--- src/rtl/start_detect_pkg.sv ---
// -----------------------------------------------------------------------------
// start_detect_pkg
//   Shared types and constants for the UART start-bit validator.
//   - state_e       : validator FSM states (IDLE, CHECK)
//   - DEF_*         : default parameter values for start_detect
//   - MIN_PRESCALE  : smallest legal runtime prescale for a given vote size
// -----------------------------------------------------------------------------
package start_detect_pkg;

  typedef enum logic {
    IDLE  = 1'b0,
    CHECK = 1'b1
  } state_e;

  localparam int DEF_PRESC_W = 6;
  localparam int DEF_SAMPLES = 3;
  localparam int DEF_GCNT_W  = 8;

  // The vote window (SAMPLES wide, centred on prescale/2) plus the verdict
  // cycle must fit inside one bit period.
  function automatic int MIN_PRESCALE(input int samples);
    return samples + 3;
  endfunction

endpackage

--- src/rtl/start_detect_rx_sync.sv ---
// -----------------------------------------------------------------------------
// rx_sync
//   Two-flop synchroniser for the asynchronous RX pin. Both flops reset to 1
//   so that the idle-high line produces no spurious falling edge after reset.
//   Ports:
//     clk   : system clock
//     rst_n : synchronous active-low reset
//     rx_i  : asynchronous serial input
//     rx_o  : rx_i delayed by two clk cycles, safe to use in the clk domain
// -----------------------------------------------------------------------------
module rx_sync (
  input  logic clk,
  input  logic rst_n,
  input  logic rx_i,
  output logic rx_o
);

  logic meta_q;
  logic sync_q;

  always_ff @(posedge clk) begin
    if (!rst_n) begin
      meta_q <= 1'b1;
      sync_q <= 1'b1;
    end else begin
      meta_q <= rx_i;
      sync_q <= meta_q;
    end
  end

  assign rx_o = sync_q;

endmodule

--- src/rtl/start_detect.sv ---
// -----------------------------------------------------------------------------
// start_detect
//   Sequential start-bit validator for the UART receive path. Detects a
//   falling edge on the serial line, majority-votes SAMPLES oversampled points
//   centred on prescale/2 clocks after the edge, then pulses start_valid or
//   start_glitch. Rejected starts are counted in a saturating glitch counter.
//
//   Optional feature (compile-time macro START_DETECT_SYNC_EN):
//     defined   : rx_in passes through a 2-flop synchroniser (rx_sync)
//     undefined : rx_in is used directly (already synchronous to clk)
//
//   Ports:
//     clk          : system clock, rising edge
//     rst_n        : synchronous active-low reset
//     rx_in        : serial line, idles high
//     en           : detection enable from the receive FSM
//     prescale     : clocks per bit, latched at the detected edge
//     clr_count    : synchronous clear of glitch_count (wins over increment)
//     busy         : high while a start bit is being checked
//     start_valid  : one-cycle pulse, start bit confirmed
//     start_glitch : one-cycle pulse, start bit rejected
//     glitch_count : saturating count of rejected starts
// -----------------------------------------------------------------------------
module start_detect
  import start_detect_pkg::*;
#(
  parameter int PRESC_W = DEF_PRESC_W,
  parameter int SAMPLES = DEF_SAMPLES,
  parameter int GCNT_W  = DEF_GCNT_W
) (
  input  logic               clk,
  input  logic               rst_n,
  input  logic               rx_in,
  input  logic               en,
  input  logic [PRESC_W-1:0] prescale,
  input  logic               clr_count,
  output logic               busy,
  output logic               start_valid,
  output logic               start_glitch,
  output logic [GCNT_W-1:0]  glitch_count
);

  localparam int                 ZC_W = $clog2(SAMPLES + 1);
  localparam int                 H    = SAMPLES / 2;
  localparam logic [PRESC_W-1:0] H_P  = PRESC_W'(H);
  localparam logic [ZC_W-1:0]    H_Z  = ZC_W'(H);

  function automatic logic [GCNT_W-1:0] sat_inc(input logic [GCNT_W-1:0] v);
    return (v == {GCNT_W{1'b1}}) ? v : v + 1'b1;
  endfunction

  logic rx_s;

`ifdef START_DETECT_SYNC_EN
  rx_sync u_rx_sync (
    .clk   (clk),
    .rst_n (rst_n),
    .rx_i  (rx_in),
    .rx_o  (rx_s)
  );
`else
  assign rx_s = rx_in;
`endif

  state_e             state_q;
  logic               rx_prev_q;
  logic               busy_q;
  logic               valid_q;
  logic               glitch_q;
  logic [PRESC_W-1:0] p_reg_q;
  logic [PRESC_W-1:0] edge_cnt_q;
  logic [ZC_W-1:0]    zero_cnt_q;
  logic [GCNT_W-1:0]  gcnt_q;

  logic [PRESC_W-1:0] mid;
  logic [PRESC_W-1:0] win_lo;
  logic [PRESC_W-1:0] win_hi;
  logic               edge_det;
  logic               in_window;
  logic               at_verdict;
  logic               verdict_done;
  logic               vote_ok;
  logic               glitch_inc;
  logic [ZC_W-1:0]    zero_cnt_d;
  logic [GCNT_W-1:0]  gcnt_d;

  always_comb begin
    edge_det     = en && rx_prev_q && !rx_s;
    mid          = p_reg_q >> 1;
    win_lo       = mid - H_P;
    win_hi       = mid + H_P;
    in_window    = (edge_cnt_q >= win_lo) && (edge_cnt_q <= win_hi);
    // Count includes the current sample so the verdict can be registered in
    // the same edge that takes the last vote sample.
    zero_cnt_d   = zero_cnt_q + ZC_W'(in_window && !rx_s);
    vote_ok      = zero_cnt_d > H_Z;
    at_verdict   = (state_q == CHECK) && en && (edge_cnt_q == win_hi);
    verdict_done = edge_cnt_q > win_hi;
    glitch_inc   = at_verdict && !vote_ok;
    if (clr_count) begin
      gcnt_d = '0;
    end else if (glitch_inc) begin
      gcnt_d = sat_inc(gcnt_q);
    end else begin
      gcnt_d = gcnt_q;
    end
  end

  // The prescale snapshot is plain data: only meaningful once an edge has
  // loaded it, so it carries no reset.
  always_ff @(posedge clk) begin
    if ((state_q == IDLE) && edge_det) begin
      p_reg_q <= prescale;
    end
  end

  always_ff @(posedge clk) begin
    if (!rst_n) begin
      state_q    <= IDLE;
      rx_prev_q  <= 1'b1;
      busy_q     <= 1'b0;
      valid_q    <= 1'b0;
      glitch_q   <= 1'b0;
      edge_cnt_q <= '0;
      zero_cnt_q <= '0;
      gcnt_q     <= '0;
    end else begin
      rx_prev_q <= rx_s;
      valid_q   <= 1'b0;
      glitch_q  <= 1'b0;
      gcnt_q    <= gcnt_d;
      case (state_q)
        IDLE: begin
          if (edge_det) begin
            state_q    <= CHECK;
            busy_q     <= 1'b1;
            edge_cnt_q <= '0;
            zero_cnt_q <= '0;
          end
        end
        CHECK: begin
          if (!en) begin
            // Frame handed to the receive FSM: drop the check silently.
            state_q <= IDLE;
            busy_q  <= 1'b0;
          end else begin
            edge_cnt_q <= edge_cnt_q + 1'b1;
            zero_cnt_q <= zero_cnt_d;
            if (at_verdict) begin
              valid_q  <= vote_ok;
              glitch_q <= !vote_ok;
            end
            // Stay in CHECK through the cycle the pulse is visible, so the
            // earliest re-arm is the cycle after the verdict.
            if (verdict_done) begin
              state_q <= IDLE;
              busy_q  <= 1'b0;
            end
          end
        end
        default: begin
          state_q <= IDLE;
          busy_q  <= 1'b0;
        end
      endcase
    end
  end

  assign busy         = busy_q;
  assign start_valid  = valid_q;
  assign start_glitch = glitch_q;
  assign glitch_count = gcnt_q;

endmodule
--- config.mk ---
export PLATFORM = sky130hd
export DESIGN_NAME = start_detect
export DESIGN_NICKNAME = d
export VERILOG_FILES = /design/src/rtl/start_detect_pkg.sv /design/src/rtl/start_detect_rx_sync.sv /design/src/rtl/start_detect.sv
export SDC_FILE = /design/constraint.sdc
export NUM_CORES = 1
export LEC_CHECK = 0
export ABC_AREA = 1
export CORE_ASPECT_RATIO = 1.25
export CORE_UTILIZATION = 54
export DETAILED_ROUTE_END_ITERATION = 6
export PLACE_DENSITY = 0.83
export RECOVER_POWER = 50
export SKIP_CTS_REPAIR_TIMING = 1
export SKIP_LAST_GASP = 1
export SLEW_MARGIN = 0
export SYNTH_ARGS = -nofsm -noshare
export SYNTH_HDL_FRONTEND = slang
export SYNTH_HIERARCHICAL = 1
export SYNTH_SLANG_ARGS = --single-unit
--- constraint.sdc ---
create_clock -name clk -period 3.2 [get_ports clk]
set_input_delay 0.64 -clock clk [delete_from_list [all_inputs] [get_ports clk]]
set_output_delay 0.64 -clock clk [all_outputs]
set_load 0.03 [all_outputs]
==> impl_metrics.ini <==
[run_status]
outcome = completed

[synthesis]
yosysTopAreaCell = dfxtp_1
syn_area_um2 = 1570
synth_cells = 200
ys_ff_latch = 26
synth_nets = 227
yosys-top-cells-count = nand2_1, dfxtp_1, a21oi_1
yosysMostFrequentCell = nand2_1
synthDominantCellAreaShare_pct = 26.7
syn_area_per_cell_um2 = 7.87
synth_ff_type = dfxtp_1
synthTopCellsByArea = dfxtp_1, ha_1, nand2_1, edfxtp_1, a21oi_1
ys_warn_count = 6
ys_async_sr_fraction_pct = 0
synth_cell_type_count = 30
seq_area_frac_synth_pct = 36.2
synth_edf_count = 5

[sta]
maxSlewHeadroom_pct = 78.0
finalCritPeriodShare_pct = 88.7
grt_setup_unrepaired = no
finalWorstSetupSlack_ps = 361
clock_skew_ps = 6.26
fmax_mhz = 352
fin_crit_ps = 2840
maxSlewViolCount = 0
setup_viol = 0
hold_violations = 0
worst_slew_pin_slew_ps = 330
fin_setup_tns_ps = 0

[global_route]
grt.total_usage_pct = 20.3
grt_pass1_wl_mm = 4.99
grt_pass1_vias = 1187
overflow = 0
antenna_found_initial = 0
grt_max_degree = 16

[floorplanning]
die_w_um = 50.3
core_um2 = 2730
dieArea_um2 = 3140
pin_count = 22
initial_utilization_pct = 57.6
row_count = 21
die_h_um = 62.4

[final_layout]
drive_gt1_share_pct = 5.83
instances_no_fill = 257
diodes = 0
layout.filler_cells = 234
fin_nets = 251
area_growth_pct = 17.9
final_area_um2 = 1860

[worst_setup_path]
cpMostUsedCell = nand2_1
path_max_fanout = 9
r2r-start = p_reg_q[1]$_DFFE_PP_
rrSetupSlack_ps = 360
max_stage_delay_ps = 450
critPathBufInv = 0
worst_ep_arrival_time_ps = 3100
worstSetupPathType = register to register
start_kind = register
r2r_end = glitch_count[2]$_SDFFE_PP0P_
crit_path_end_kind = register
critPathRequiredTime_ps = 3460
ff2ff_path_depth = 17
path_cells = ha_1 -> nand3_1 -> xor2_1 -> ha_1 -> nand2_1 -> nor2_4 -> nand2_1 -> nand3_1 -> nand2_1 -> nand2_1 -> a21oi_1 -> ha_1 -> xnor2_2 -> nand2_2 -> nor2_8 -> nand2_1 -> a21oi_1
cpMaxStageDelayCell = edfxtp_1
cp_top_family = simple AND/OR/NAND/NOR gates

[hold_path]
holdCritPathClass = register to register
whs_path_depth = 2
min_to = zero_cnt_q[0]$_SDFFE_PN0P_
hp-start = zero_cnt_q[0]$_SDFFE_PN0P_

[route]
drt-total-wl_mm = 2.95
num_vias = 1317
drc = 0
drtAntennaViolNets = 0
wl_per_cell_um = 11.5
first_pass_iters = 4
vias_per_cell = 5.12
drt_iter0_markers = 33

[placement]
place_inst = 253
dpl-instance-area_um2 = 1810
gp_congestion = 0.738
hpwl_mm = 2.33
dpl_worst_slack_ps = 378
port_buffers = 20

[power]
ir_drop_uv = 258
power.density_nw_per_um2 = 320
p_leak_uw = 0.000775

[clock_tree]
cts.sinks = 26
clk_pin_slew_worst_paths_ps = 140
tritoncts = done
h-tree-depth = 1
clk_latency_ps = 330
root_buffer = clkbuf_4
clock_path_buffers = 2
cts_buffers = 3

[job]
cap_violations = 0
sequential cells by signal, indices dropped and copies added, names as in the netlist, 2 cells and up:
register      cells
edge_cnt_q        6
glitch_count      8
p_reg_q           5
zero_cnt_q        2
stage by stage:
stage | utilization, % | hold WS [ps] | total power, uW
floorplan | - | 464 | 386
detailed placement | 66.3 | 483 | 410
global placement | 66.3 | 474 | 408
finish | 67.9 | 497 | 594
CTS | 68.1 | 504 | 605
global route | 67.9 | 524 | 619
cell type report:
cell class | count | area (um^2) | area share, %
Multi-Input combinational cell | 153 | 915 | 49.3
Sequential cell | 26 | 571 | 30.7
Timing Repair Buffer | 20 | 200 | 10.8
Inverter | 20 | 80.1 | 4.32
Clock buffer | 4 | 47.5 | 2.56
Tap cell | 34 | 42.5 | 2.29
kinds of logic after synthesis:
kind of cell / count (synthesis) / synth area share, %
compound gates: 33 / 10.9
xor+xnor: 10 / 6.04
simple gates: 94 / 28.8
fa+ha+maj: 16 / 12.7
flops: 26 / 36.2
buf+inv: 21 / 5.33
cell usage in the layout, fill, tap and decap left out:
| cell | n |
|---|---|
| dlygate4sd3_1 | 10 |
| clkinv_4 | 1 |
| edfxtp_1 | 5 |
| nor2_1 | 15 |
| nor3b_1 | 2 |
| nand3b_1 | 3 |
| clkinv_1 | 1 |
| clkbuf_4 | 3 |
| nor2_8 | 1 |
| xor2_1 | 6 |
| o21a_1 | 2 |
| nand3_1 | 12 |
| inv_1 | 18 |
| nand2_1 | 50 |
| a21oi_1 | 19 |
| or3_1 | 1 |
| nand3_4 | 1 |
| nor3_1 | 3 |
| o22ai_1 | 1 |
| clkdlybuf4s50_1 | 10 |
| nand2_2 | 1 |
| xnor2_1 | 3 |
| nand2_4 | 1 |
| nand4_1 | 1 |
| clkbuf_16 | 1 |
| ha_1 | 16 |
| o21ai_0 | 10 |
| nor2_4 | 1 |
| dfxtp_1 | 21 |
| o21ai_1 | 1 |
| or2_2 | 2 |
| xnor2_2 | 1 |
worst max path at each step:
stage | startpoint | endpoint | slack [ps] | depth (start not counted)
finish | p_reg_q[1]$_DFFE_PP_ | glitch_count[2]$_SDFFE_PP0P_ | 360 | 17
global route | p_reg_q[2]$_DFFE_PP_ | glitch_count[5]$_SDFFE_PP0P_ | 100 | 17
CTS | p_reg_q[1]$_DFFE_PP_ | glitch_count[5]$_SDFFE_PP0P_ | 330 | 17
detailed placement | p_reg_q[1]$_DFFE_PP_ | glitch_count[5]$_SDFFE_PP0P_ | 380 | 17
global placement | p_reg_q[2]$_DFFE_PP_ | glitch_count[5]$_SDFFE_PP0P_ | 420 | 17
floorplan | p_reg_q[3]$_DFFE_PP_ | glitch_count[0]$_SDFFE_PP0P_ | 660 | 18
per-layer routing:
layer  part of all wire (%)  GRT usage (%)  routed length, um
met1                     45           25.2               1320
met5                      0              0                  0
met2                     52           35.5               1530
met3                    2.5           3.19                 73
met4                    1.0           5.56                 31
where the power goes:
part	internal (uW)	total [uW]	switching [uW]
clock network	95.6	195	99.8
registers	340	345	5.27
logic	23.1	54.2	31.1
worst min-delay path, delay by kind of cell, from the launching register on:
family / cells / cell delay (ps)
AO/OA/AOI/OAI: 1 / 50
flip-flops: 1 / 340
AND/OR/NAND/NOR: 1 / 70
Note: power is estimated with default switching activity, not from simulation.
